[src/rtl/aes_idec_ctrl_pkg.sv]
// Shared constants and types for the iterative AES inverse-cipher sequencer.
package aes_idec_ctrl_pkg;

    localparam int NB = 4;
    localparam int NR = 10;

    typedef enum logic [1:0] {
        IDLE,
        ROUND,
        FINAL,
        DONE
    } fsm_e;

    // Byte i is input byte i (FIPS-197 ordering): row r, column c lives at r + 4*c.
    typedef logic [0:4*NB-1][7:0] state_t;

endpackage

[src/rtl/aes_idec_ctrl_if.sv]
// Handshake, key-store and round-datapath signals around the sequencer.
interface aes_idec_ctrl_if;
    import aes_idec_ctrl_pkg::*;

    logic       key_valid;
    logic       in_valid;
    logic       in_ready;
    state_t     ct;
    state_t     rk;
    logic [3:0] round_index;
    state_t     state_q;
    state_t     iround_state;
    state_t     final_state;
    logic       out_valid;
    logic       out_ready;
    state_t     pt;
    logic       busy;
    logic       clear;

    modport slave (
        input  key_valid, in_valid, ct, rk, iround_state, final_state, out_ready, clear,
        output in_ready, round_index, state_q, out_valid, pt, busy
    );

    modport master (
        output key_valid, in_valid, ct, rk, iround_state, final_state, out_ready, clear,
        input  in_ready, round_index, state_q, out_valid, pt, busy
    );

endinterface

[src/rtl/aes_idec_ctrl_arkey_init.sv]
// Initial AddRoundKey: 16 independent byte lanes of ct XOR rk.
module aes_arkey_init
    import aes_idec_ctrl_pkg::*;
(
    input  state_t ct_i,
    input  state_t rk_i,
    output state_t ark_o
);

    for (genvar i = 0; i < 4*NB; i++) begin : g_lane
        assign ark_o[i] = ct_i[i] ^ rk_i[i];
    end

endmodule

[src/rtl/aes_idec_ctrl.sv]
// Iterative AES inverse-cipher sequencer: owns the state register and round index,
// steps an external inverse round and final-round block, one block in flight at a time.
module aes_idec_ctrl
    import aes_idec_ctrl_pkg::*;
#(
    parameter int ROUNDS = NR
) (
    input  logic           clk_i,
    input  logic           rst_ni,
    aes_idec_ctrl_if.slave bus
);

    localparam logic [3:0] IDX_TOP   = 4'(ROUNDS);
    localparam logic [3:0] IDX_FIRST = 4'(ROUNDS - 1);

    fsm_e       fsm_q, fsm_d;
    logic [3:0] idx_q, idx_d;
    state_t     data_q, data_d;
    state_t     ark;
    logic       in_ready;
    logic       accept;

    aes_arkey_init u_arkey (
        .ct_i  (bus.ct),
        .rk_i  (bus.rk),
        .ark_o (ark)
    );

    assign accept = in_ready && bus.in_valid;

    always_ff @(posedge clk_i or negedge rst_ni) begin
        if (!rst_ni) begin
            fsm_q  <= IDLE;
            idx_q  <= IDX_TOP;
            data_q <= '0;
        end else begin
            fsm_q  <= fsm_d;
            idx_q  <= idx_d;
            data_q <= data_d;
        end
    end

    // clear wins over everything; state_q deliberately keeps its last contents on abort.
    always_comb begin
        fsm_d  = fsm_q;
        idx_d  = idx_q;
        data_d = data_q;
        if (bus.clear) begin
            fsm_d = IDLE;
            idx_d = IDX_TOP;
        end else begin
            case (fsm_q)
                IDLE: begin
                    idx_d = IDX_TOP;
                    if (accept) begin
                        data_d = ark;
                        idx_d  = IDX_FIRST;
                        fsm_d  = ROUND;
                    end
                end
                ROUND: begin
                    data_d = bus.iround_state;
                    idx_d  = idx_q - 4'd1;
                    if (idx_q == 4'd1) begin
                        fsm_d = FINAL;
                    end
                end
                FINAL: begin
                    data_d = bus.final_state;
                    fsm_d  = DONE;
                end
                DONE: begin
                    if (bus.out_ready) begin
                        fsm_d = IDLE;
                        idx_d = IDX_TOP;
                    end
                end
                default: begin
                    fsm_d = IDLE;
                    idx_d = IDX_TOP;
                end
            endcase
        end
    end

    // in_ready depends only on state, key_valid and clear, never on in_valid.
    always_comb begin
        in_ready        = (fsm_q == IDLE) && bus.key_valid && !bus.clear;
        bus.in_ready    = in_ready;
        bus.out_valid   = (fsm_q == DONE);
        bus.busy        = (fsm_q != IDLE);
        bus.round_index = idx_q;
        bus.state_q     = data_q;
        bus.pt          = data_q;
    end

endmodule

[src/flat_wrapper.sv]
// flat-port wrapper written by rule: the top's interface ports become plain ports
module aes_idec_ctrl_flat import aes_idec_ctrl_pkg::*;
#(
    parameter int ROUNDS = NR
)
  (clk_i, rst_ni, bus_key_valid, bus_in_valid, bus_ct, bus_rk, bus_iround_state, bus_final_state, bus_out_ready, bus_clear, bus_in_ready, bus_round_index, bus_state_q, bus_out_valid, bus_pt, bus_busy);
  aes_idec_ctrl_if bus_i ();
  input  logic clk_i;
  input  logic rst_ni;
  input wire logic [$bits(bus_i.key_valid)-1:0] bus_key_valid;
  input wire logic [$bits(bus_i.in_valid)-1:0] bus_in_valid;
  input wire logic [$bits(bus_i.ct)-1:0] bus_ct;
  input wire logic [$bits(bus_i.rk)-1:0] bus_rk;
  input wire logic [$bits(bus_i.iround_state)-1:0] bus_iround_state;
  input wire logic [$bits(bus_i.final_state)-1:0] bus_final_state;
  input wire logic [$bits(bus_i.out_ready)-1:0] bus_out_ready;
  input wire logic [$bits(bus_i.clear)-1:0] bus_clear;
  output wire logic [$bits(bus_i.in_ready)-1:0] bus_in_ready;
  output wire logic [$bits(bus_i.round_index)-1:0] bus_round_index;
  output wire logic [$bits(bus_i.state_q)-1:0] bus_state_q;
  output wire logic [$bits(bus_i.out_valid)-1:0] bus_out_valid;
  output wire logic [$bits(bus_i.pt)-1:0] bus_pt;
  output wire logic [$bits(bus_i.busy)-1:0] bus_busy;
  assign bus_i.key_valid = bus_key_valid;
  assign bus_i.in_valid = bus_in_valid;
  assign bus_i.ct = bus_ct;
  assign bus_i.rk = bus_rk;
  assign bus_i.iround_state = bus_iround_state;
  assign bus_i.final_state = bus_final_state;
  assign bus_i.out_ready = bus_out_ready;
  assign bus_i.clear = bus_clear;
  assign bus_in_ready = bus_i.in_ready;
  assign bus_round_index = bus_i.round_index;
  assign bus_state_q = bus_i.state_q;
  assign bus_out_valid = bus_i.out_valid;
  assign bus_pt = bus_i.pt;
  assign bus_busy = bus_i.busy;
  aes_idec_ctrl #(.ROUNDS(ROUNDS)) u_core (.clk_i(clk_i), .rst_ni(rst_ni), .bus(bus_i));
endmodule
[config.mk]
export PLATFORM = sky130hd
export DESIGN_NAME = aes_idec_ctrl_flat
export DESIGN_NICKNAME = d
export VERILOG_FILES = /design/src/rtl/aes_idec_ctrl_pkg.sv /design/src/rtl/aes_idec_ctrl_if.sv /design/src/rtl/aes_idec_ctrl_arkey_init.sv /design/src/rtl/aes_idec_ctrl.sv /design/src/flat_wrapper.sv
export SDC_FILE = /design/constraint.sdc
export NUM_CORES = 1
export LEC_CHECK = 0
export CAP_MARGIN = 20
export CORE_AREA = 2 2 307 309
export CTS_CLUSTER_DIAMETER = 50
export CTS_CLUSTER_SIZE = 10
export DETAILED_ROUTE_END_ITERATION = 7
export DIE_AREA = 0 0 309 311
export SYNTH_ARGS = -nofsm -noshare
export SYNTH_HDL_FRONTEND = slang
export SYNTH_SLANG_ARGS = --single-unit
[constraint.sdc]
create_clock -name clk_i -period 1.95 [get_ports clk_i]
set_input_delay 0.585 -clock clk_i [delete_from_list [all_inputs] [get_ports clk_i]]
set_output_delay 0.585 -clock clk_i [all_outputs]
set_load 0.02 [all_outputs]
# Yosys cells after proc, flatten, opt, wreduce, memory -nomap -nowiden

Cells that the tools add are included.

Register bits: 134
Bits of input ports: 518
Output and inout port bits: 263

Add/subtract/negate cells: 1
Eq/ne operators: 8
Mux-type cells: 11
Bitwise gates (word level): 17
Reduce and logical (&&, ||, !) cells: 11

Operators with widths:

| operator                                          | count |
|---|---|
| one-hot mux 128 bit (3 select lines)              | 1 |
| two-way mux 128 bit                               | 1 |
| XOR 8 bit                                         | 16 |
| one-hot mux 4 bit (3 select lines)                | 1 |
| two-way mux 2 bit                                 | 5 |
| two-way mux 4 bit                                 | 2 |
| one-hot mux 2 bit (4 select lines)                | 1 |
| != test 3 x 2 -> 1 bit (second input constant)    | 2 |
| AND reduction 3 bit                               | 2 |
| == test 2 bit (second input constant)             | 2 |
| == test 4 x 1 -> 1 bit (second input constant)    | 1 |
| nonzero test 4 bit                                | 1 |
| subtractor 4 x 1 -> 4 bit (second input constant) | 1 |
| logical AND 1 bit                                 | 3 |
| != test 3 bit (second input constant)             | 1 |
| nonzero test 3 bit                                | 1 |
| == test 2 x 1 -> 1 bit (second input constant)    | 1 |
| zero test 2 bit                                   | 1 |
| != test 2 x 1 -> 1 bit (second input constant)    | 1 |
| AND reduction 2 bit                               | 1 |
| nonzero test 2 bit                                | 1 |
| zero test 1 bit                                   | 1 |
| inverter 1 bit                                    | 1 |

# Logic depth before layout (Yosys ltp)

Depth in word-level cells: 7
Depth in mapped cells: 9

# Cells and area by module

From an unflattened synthesis, not the netlist that was laid out.

Cell total of the unflattened synthesis: 1016
Area total of the unflattened synthesis: 9701.8 um^2

By module, submodules not included:

| module         | times used | cells each | area each (um^2) | sequential area each (um^2) |
|---|---|---|---|---|
| aes_idec_ctrl  | 1          | 888        | 8580.7           | 3355.7 |
| aes_arkey_init | 1          | 128        | 1121.1           | 0.0 |

# Least setup slack after synthesis

Ideal clock, no wire load.

Kind: input -> register
From: in bus_clear
To: reg u_core.data_q, in the netlist u_core.bus.pt[10]
Library setup time: 0.132 ns
Arrival time: 1.654 ns
Data required time: 1.818 ns
Path slack: 0.164 ns
Stages on the path: 8
Buffers on the path: 5
Path through: buf_2 -> a211o_1 -> buf_6 -> buf_6 -> buf_6 -> buf_6 -> nand2_1 -> o21ai_1

Word-level cells in the longest chain between the ends: 5
Elaborated cells between the ends (all ways): 6

Ends and longest elaborated chain:

| what                              | RTL line            | RTL |
|---|---|---|
| start, declared                   | flat_wrapper.sv:17  | `input wire logic [$bits(bus_i.clear)-1:0] bus_clear;` |
| zero test 1 bit                   | aes_idec_ctrl.sv:88 | `in_ready = (fsm_q == IDLE) && bus.key_valid && !bus.clear;` |
| logical AND 1 bit                 | aes_idec_ctrl.sv:88 |  |
| logical AND 1 bit                 | aes_idec_ctrl.sv:29 | `assign accept = in_ready && bus.in_valid;` |
| != test 2 x 1 -> 1 bit (no line)  | --                  |  |
| AND reduction 3 bit (no line) (*) | --                  |  |
| end signal, assigned              | aes_idec_ctrl.sv:39 | `data_q <= data_d;` |
| end, declared                     | aes_idec_ctrl.sv:18 | `state_t data_q, data_d;` |

Every way passes the cells marked *; elsewhere a longest branch is shown, timed or not.
A chain may end at the register's enable or synchronous reset.

# Worst setup path in the final report

From: reg u_core.fsm_q[1]
To: out bus_in_ready

Word-level cells in the longest chain between the ends: 3

Ends and longest elaborated chain:

| what                           | RTL line            | RTL |
|---|---|---|
| start, declared                | aes_idec_ctrl.sv:16 | `fsm_e fsm_q, fsm_d;` |
| start signal, assigned         | aes_idec_ctrl.sv:37 | `fsm_q <= fsm_d;` |
| zero test 2 bit                | aes_idec_ctrl.sv:88 |  |
| logical AND 1 bit (2 in a row) | aes_idec_ctrl.sv:88 |  |
| end, declared                  | flat_wrapper.sv:18  | `output wire logic [$bits(bus_i.in_ready)-1:0] bus_in_ready;` |

Every way passes these cells.

==> metrics.sh <==
CLOCK_SINKS=134
DIE_H_UM=311
IO-PIN-COUNT=781
CP.ARRIVAL_PS=1410
WORST_EP_REQUIRED_TIME_PS=1360
DETAILEDPLACEMENTHPWL_UM=49900
FINALWEIGHTEDCONGESTION=0.884
FIN_TNS_SETUP_PS=-215
LAYOUT_WORST_PATH_CYCLE_SHARE_PCT=102
WORST_IR_DROP_VDD_V=0.000804
ROUTEDWLPERCELL_UM=21.2
FLOORPLAN.DIE_AREA_MM2=0.0961
OVERFLOW=0
SYNTHESIS.INSTANCES=1156
FINAL_LAYOUT_SIZE_SUFFIX_GT1_SHARE_PCT=13.9
FIRST_GLOBAL_VIAS=10800
POST-ROUTE-DRC-COUNT=0
MULTI_INPUT_AREA_MM2=0.00479
SYN_AVG_CELL_AREA_UM2=8.09
NUMPORTBUFFERS=780
TIMING.FINAL.CRIT_PERIOD_PS=2000
SETUP_SLACK_PS=-47.2
CAP_VIOL_MAX_COUNT=0
CLOCK_TREE.BUFFER_DEPTH=2
TRITONCTS_CLOCK_TREE='yes'
FIRST_ITER_VIOLATIONS=637
FIN_WORST_SKEW_PS=12.4
YOSYSWARNINGCOUNT=0
ANTENNA_VIOLATIONS_BEFORE_REPAIR=14
CELLPOWERDENSITY_mW_PER_MM2=1500
H-TREE-DEPTH=4
GRT_START_MAX_NET_PINS=129
NUMBER_OF_VIAS_PER_CELL=3.52
ROUTED-VIA-COUNT=11000
WIRE_LENGTH_OF_THE_FIRST_GLOBAL_ROUTING_PASS_UM=80900
LAYOUT.NETS=2377
FMAX_MHz=501
LAYOUT.CORE_UTILIZATION_PCT=20.8
REGISTER_AREA_MM2=0.00336
PLACEMENT_ROWS=112
SYNTH_SEQ_CELLS=134
AREA_GROWTH_PCT=107
SLEW_HEADROOM_PCT=65.5
RUN_STATUS='finished with violations'
FIRSTDRTPASSITERS=5
CP-END-KIND='output port'
CLK_LATENCY_PS=480
MET1_LENGTH_UM=27800
WORSTSETUPSTARTPOINTTYPE='register'
YOSYSSEQAREASHARE_PCT=35.9
MAXUSEDROUTINGLAYER='met5'
GR-USAGE-ALL-LAYERS_PCT=12.1
CRIT_PATH_MAX_FANOUT=2
HOLD_PATH.CLASS='reg2reg'
FILLERINSTANCES=10400
CTS_ROOT_BUFFER='clkbuf_16'
P_LEAK_nW=7.97
CHIPWIDTH_UM=309
SLEW_VIOL_FINAL=0
GRT_SETUP_UNREPAIRED='yes'
INITIAL_UTILIZATION_PCT=10.1
SYNTH_FP_NETS=1680
CTS-BUFFERS-INSERTED=17
WORST-SETUP-PATH-TYPE='reg2out'
TIMING_WORST_SLEW_PIN_VALUE_PS=517
PLACE.DETAILED.INSTANCES=3059
VIOLATED_CHECKS='negative setup slack'
TIMING.FINAL.HOLD_VIOLATIONS=0
ROUTE.FINAL.WIRE_LENGTH_UM=66200
SYNTH.CELL_AREA_MM2=0.00935
DPL_WORST_SLACK_PS=-490
MET2_WIRELENGTH_UM=31000
FINAL-SETUP-VIOL-COUNT=16
CLKSLEWWORSTSETUPHOLDPATHS_PS=70
YOSYS.CELL_TYPES.COUNT=30
CORE_AREA_MM2=0.0928
ANTENNA_VIOLATING_NETS_POST_ROUTE=0
MET3ROUTEDLENGTH_UM=5580
LAYOUTNONFILLERINSTCOUNT=3129
layout by cell type, fill, tap and decap left out, types with 2 or more instances in the layout:
| master | Yosys | final |
|---|---|---|
| diode_2 | 0 | 9 |
| nand2_2 | 0 | 6 |
| ha_1 | 6 | 2 |
| dfrtp_1 | 132 | 129 |
| clkbuf_2 | 0 | 2 |
| inv_2 | 0 | 3 |
| a211oi_1 | 2 | 2 |
| nor2b_1 | 2 | 2 |
| ha_4 | 0 | 3 |
| clkdlybuf4s15_1 | 0 | 26 |
| xor2_1 | 128 | 128 |
| buf_4 | 128 | 102 |
| inv_1 | 7 | 4 |
| o21ai_1 | 43 | 94 |
| nand2_1 | 258 | 252 |
| clkbuf_1 | 49 | 2 |
| nor3_1 | 2 | 2 |
| buf_16 | 0 | 7 |
| xnor2_1 | 2 | 2 |
| clkinv_4 | 0 | 2 |
| o21ai_0 | 214 | 151 |
| clkdlybuf4s50_1 | 0 | 516 |
| o21ai_2 | 0 | 12 |
| buf_2 | 25 | 2 |
| nor2_1 | 4 | 4 |
| clkinv_2 | 0 | 4 |
| dfrtp_2 | 0 | 3 |
| dlygate4sd2_1 | 0 | 169 |
| dfstp_2 | 2 | 2 |
| buf_6 | 7 | 10 |
| clkbuf_16 | 0 | 24 |
| clkinvlp_4 | 0 | 3 |
| a22oi_2 | 0 | 16 |
| buf_12 | 0 | 28 |
| clkdlybuf4s15_2 | 0 | 22 |
| bufinv_16 | 0 | 2 |
| a22oi_1 | 129 | 113 |
cell type report:
type / instances / area share, %
diodes: 9 / 0.117
well taps: 1254 / 8.12
inverters: 7 / 0.136
multi-input cells: 801 / 24.8
flip-flops and latches: 134 / 17.4
clock inverters: 12 / 0.667
repair buffers: 892 / 46.5
clock buffers: 20 / 2.31
cells in the mapped netlist (all sizes together):
library cell / count / share of area, %
nand2: 258 / 10
o21ai: 257 / 14
buf: 165 / 13
dfrtp: 132 / 35
a22oi: 129 / 10
xor2: 128 / 12
clkbuf: 49 / 2.0
inv: 7 / 0.28
ha: 6 / 0.80
nor2: 4 / 0.16
a211oi: 2 / 0.16
a221oi: 2 / 0.37
dfstp: 2 / 0.56
nor2b: 2 / 0.13
nor3: 2 / 0.11
xnor2: 2 / 0.19
a2111o: 1 / 0.12
a211o: 1 / 0.094
a21o: 1 / 0.080
a21oi: 1 / 0.053
and3: 1 / 0.067
and3b: 1 / 0.094
mux2i: 1 / 0.11
nor3b: 1 / 0.080
or3b: 1 / 0.094
what timing repair did:
action / in CTS / in global routing
endpoints found under the setup margin: 229 / 96
endpoints found under the hold margin: 4 / 0
pin swaps: 2 / 4
gates cloned: 3 / 15
setup buffers: 2 / 9
resized for setup: 315 / 117
hold buffers: 1 / 0
state kept, by name, indices dropped and copies added, names as in the netlist:
register and cells:
u_core.bus.round_index 4, u_core.fsm_q 2, u_core.bus.pt 128
critical path, cell delays in order, from the launching register on:
cell and delay [ps]:
dfrtp_1 390, inv_2 90, ha_4 140, and3b_1 190, buf_6 130
logic make-up after synthesis:
kind of cell | synth area share, %
multiplexers | 0.107
AND/OR/NAND/NOR | 11.1
AO/OA/AOI/OAI | 25.0
flip-flops | 35.9
XOR/XNOR | 12.2
buffers and inverters | 14.9
adder cells (fa/ha/maj) | 0.803
through the flow:
| step | hold WS, ps | area (um^2) | power [mW] |
|---|---|---|---|
| detailed placement | 500 | 18200 | 25.7 |
| CTS | 514 | 18700 | 28.2 |
| floorplan | 289 | 9350 | 15.8 |
| finish | 506 | 19300 | 29.0 |
| global placement | 495 | 18200 | 25.6 |
| global route | 530 | 19300 | 31.3 |
where the power goes:
part	internal (mW)	switching (mW)
Combinational	8.02	12.1
Sequential	4.14	1.36
Clock	1.91	1.50
Total	14.1	15.0
layer usage:
metal / GRT usage [%] / vias to the layer above
li1: - / 5244
met1: 14.4 / 5133
met2: 20.3 / 588
met3: 3.67 / 62
met4: 4.68 / 2
met5: 0 / -
worst paths after layout:
path                                          startpoint                             end  slack (ps)  cells after the start
setup reg to reg             u_core.fsm_q[0]$_DFFE_PN0P_   u_core.bus.pt[27]$_DFFE_PN0P_         -20                      8
max in group asynchronous                         rst_ni   u_core.bus.pt[58]$_DFFE_PN0P_         750                      3
min in group asynchronous                         rst_ni  u_core.bus.pt[121]$_DFFE_PN0P_         620                      2
hold / removal             u_core.bus.pt[21]$_DFFE_PN0P_   u_core.bus.pt[21]$_DFFE_PN0P_         510                      2
hold reg to reg            u_core.bus.pt[21]$_DFFE_PN0P_   u_core.bus.pt[21]$_DFFE_PN0P_         510                      2
setup / recovery             u_core.fsm_q[1]$_DFFE_PN0P_                    bus_in_ready         -50                      4
No activity file was read; power rests on OpenSTA's default activity.
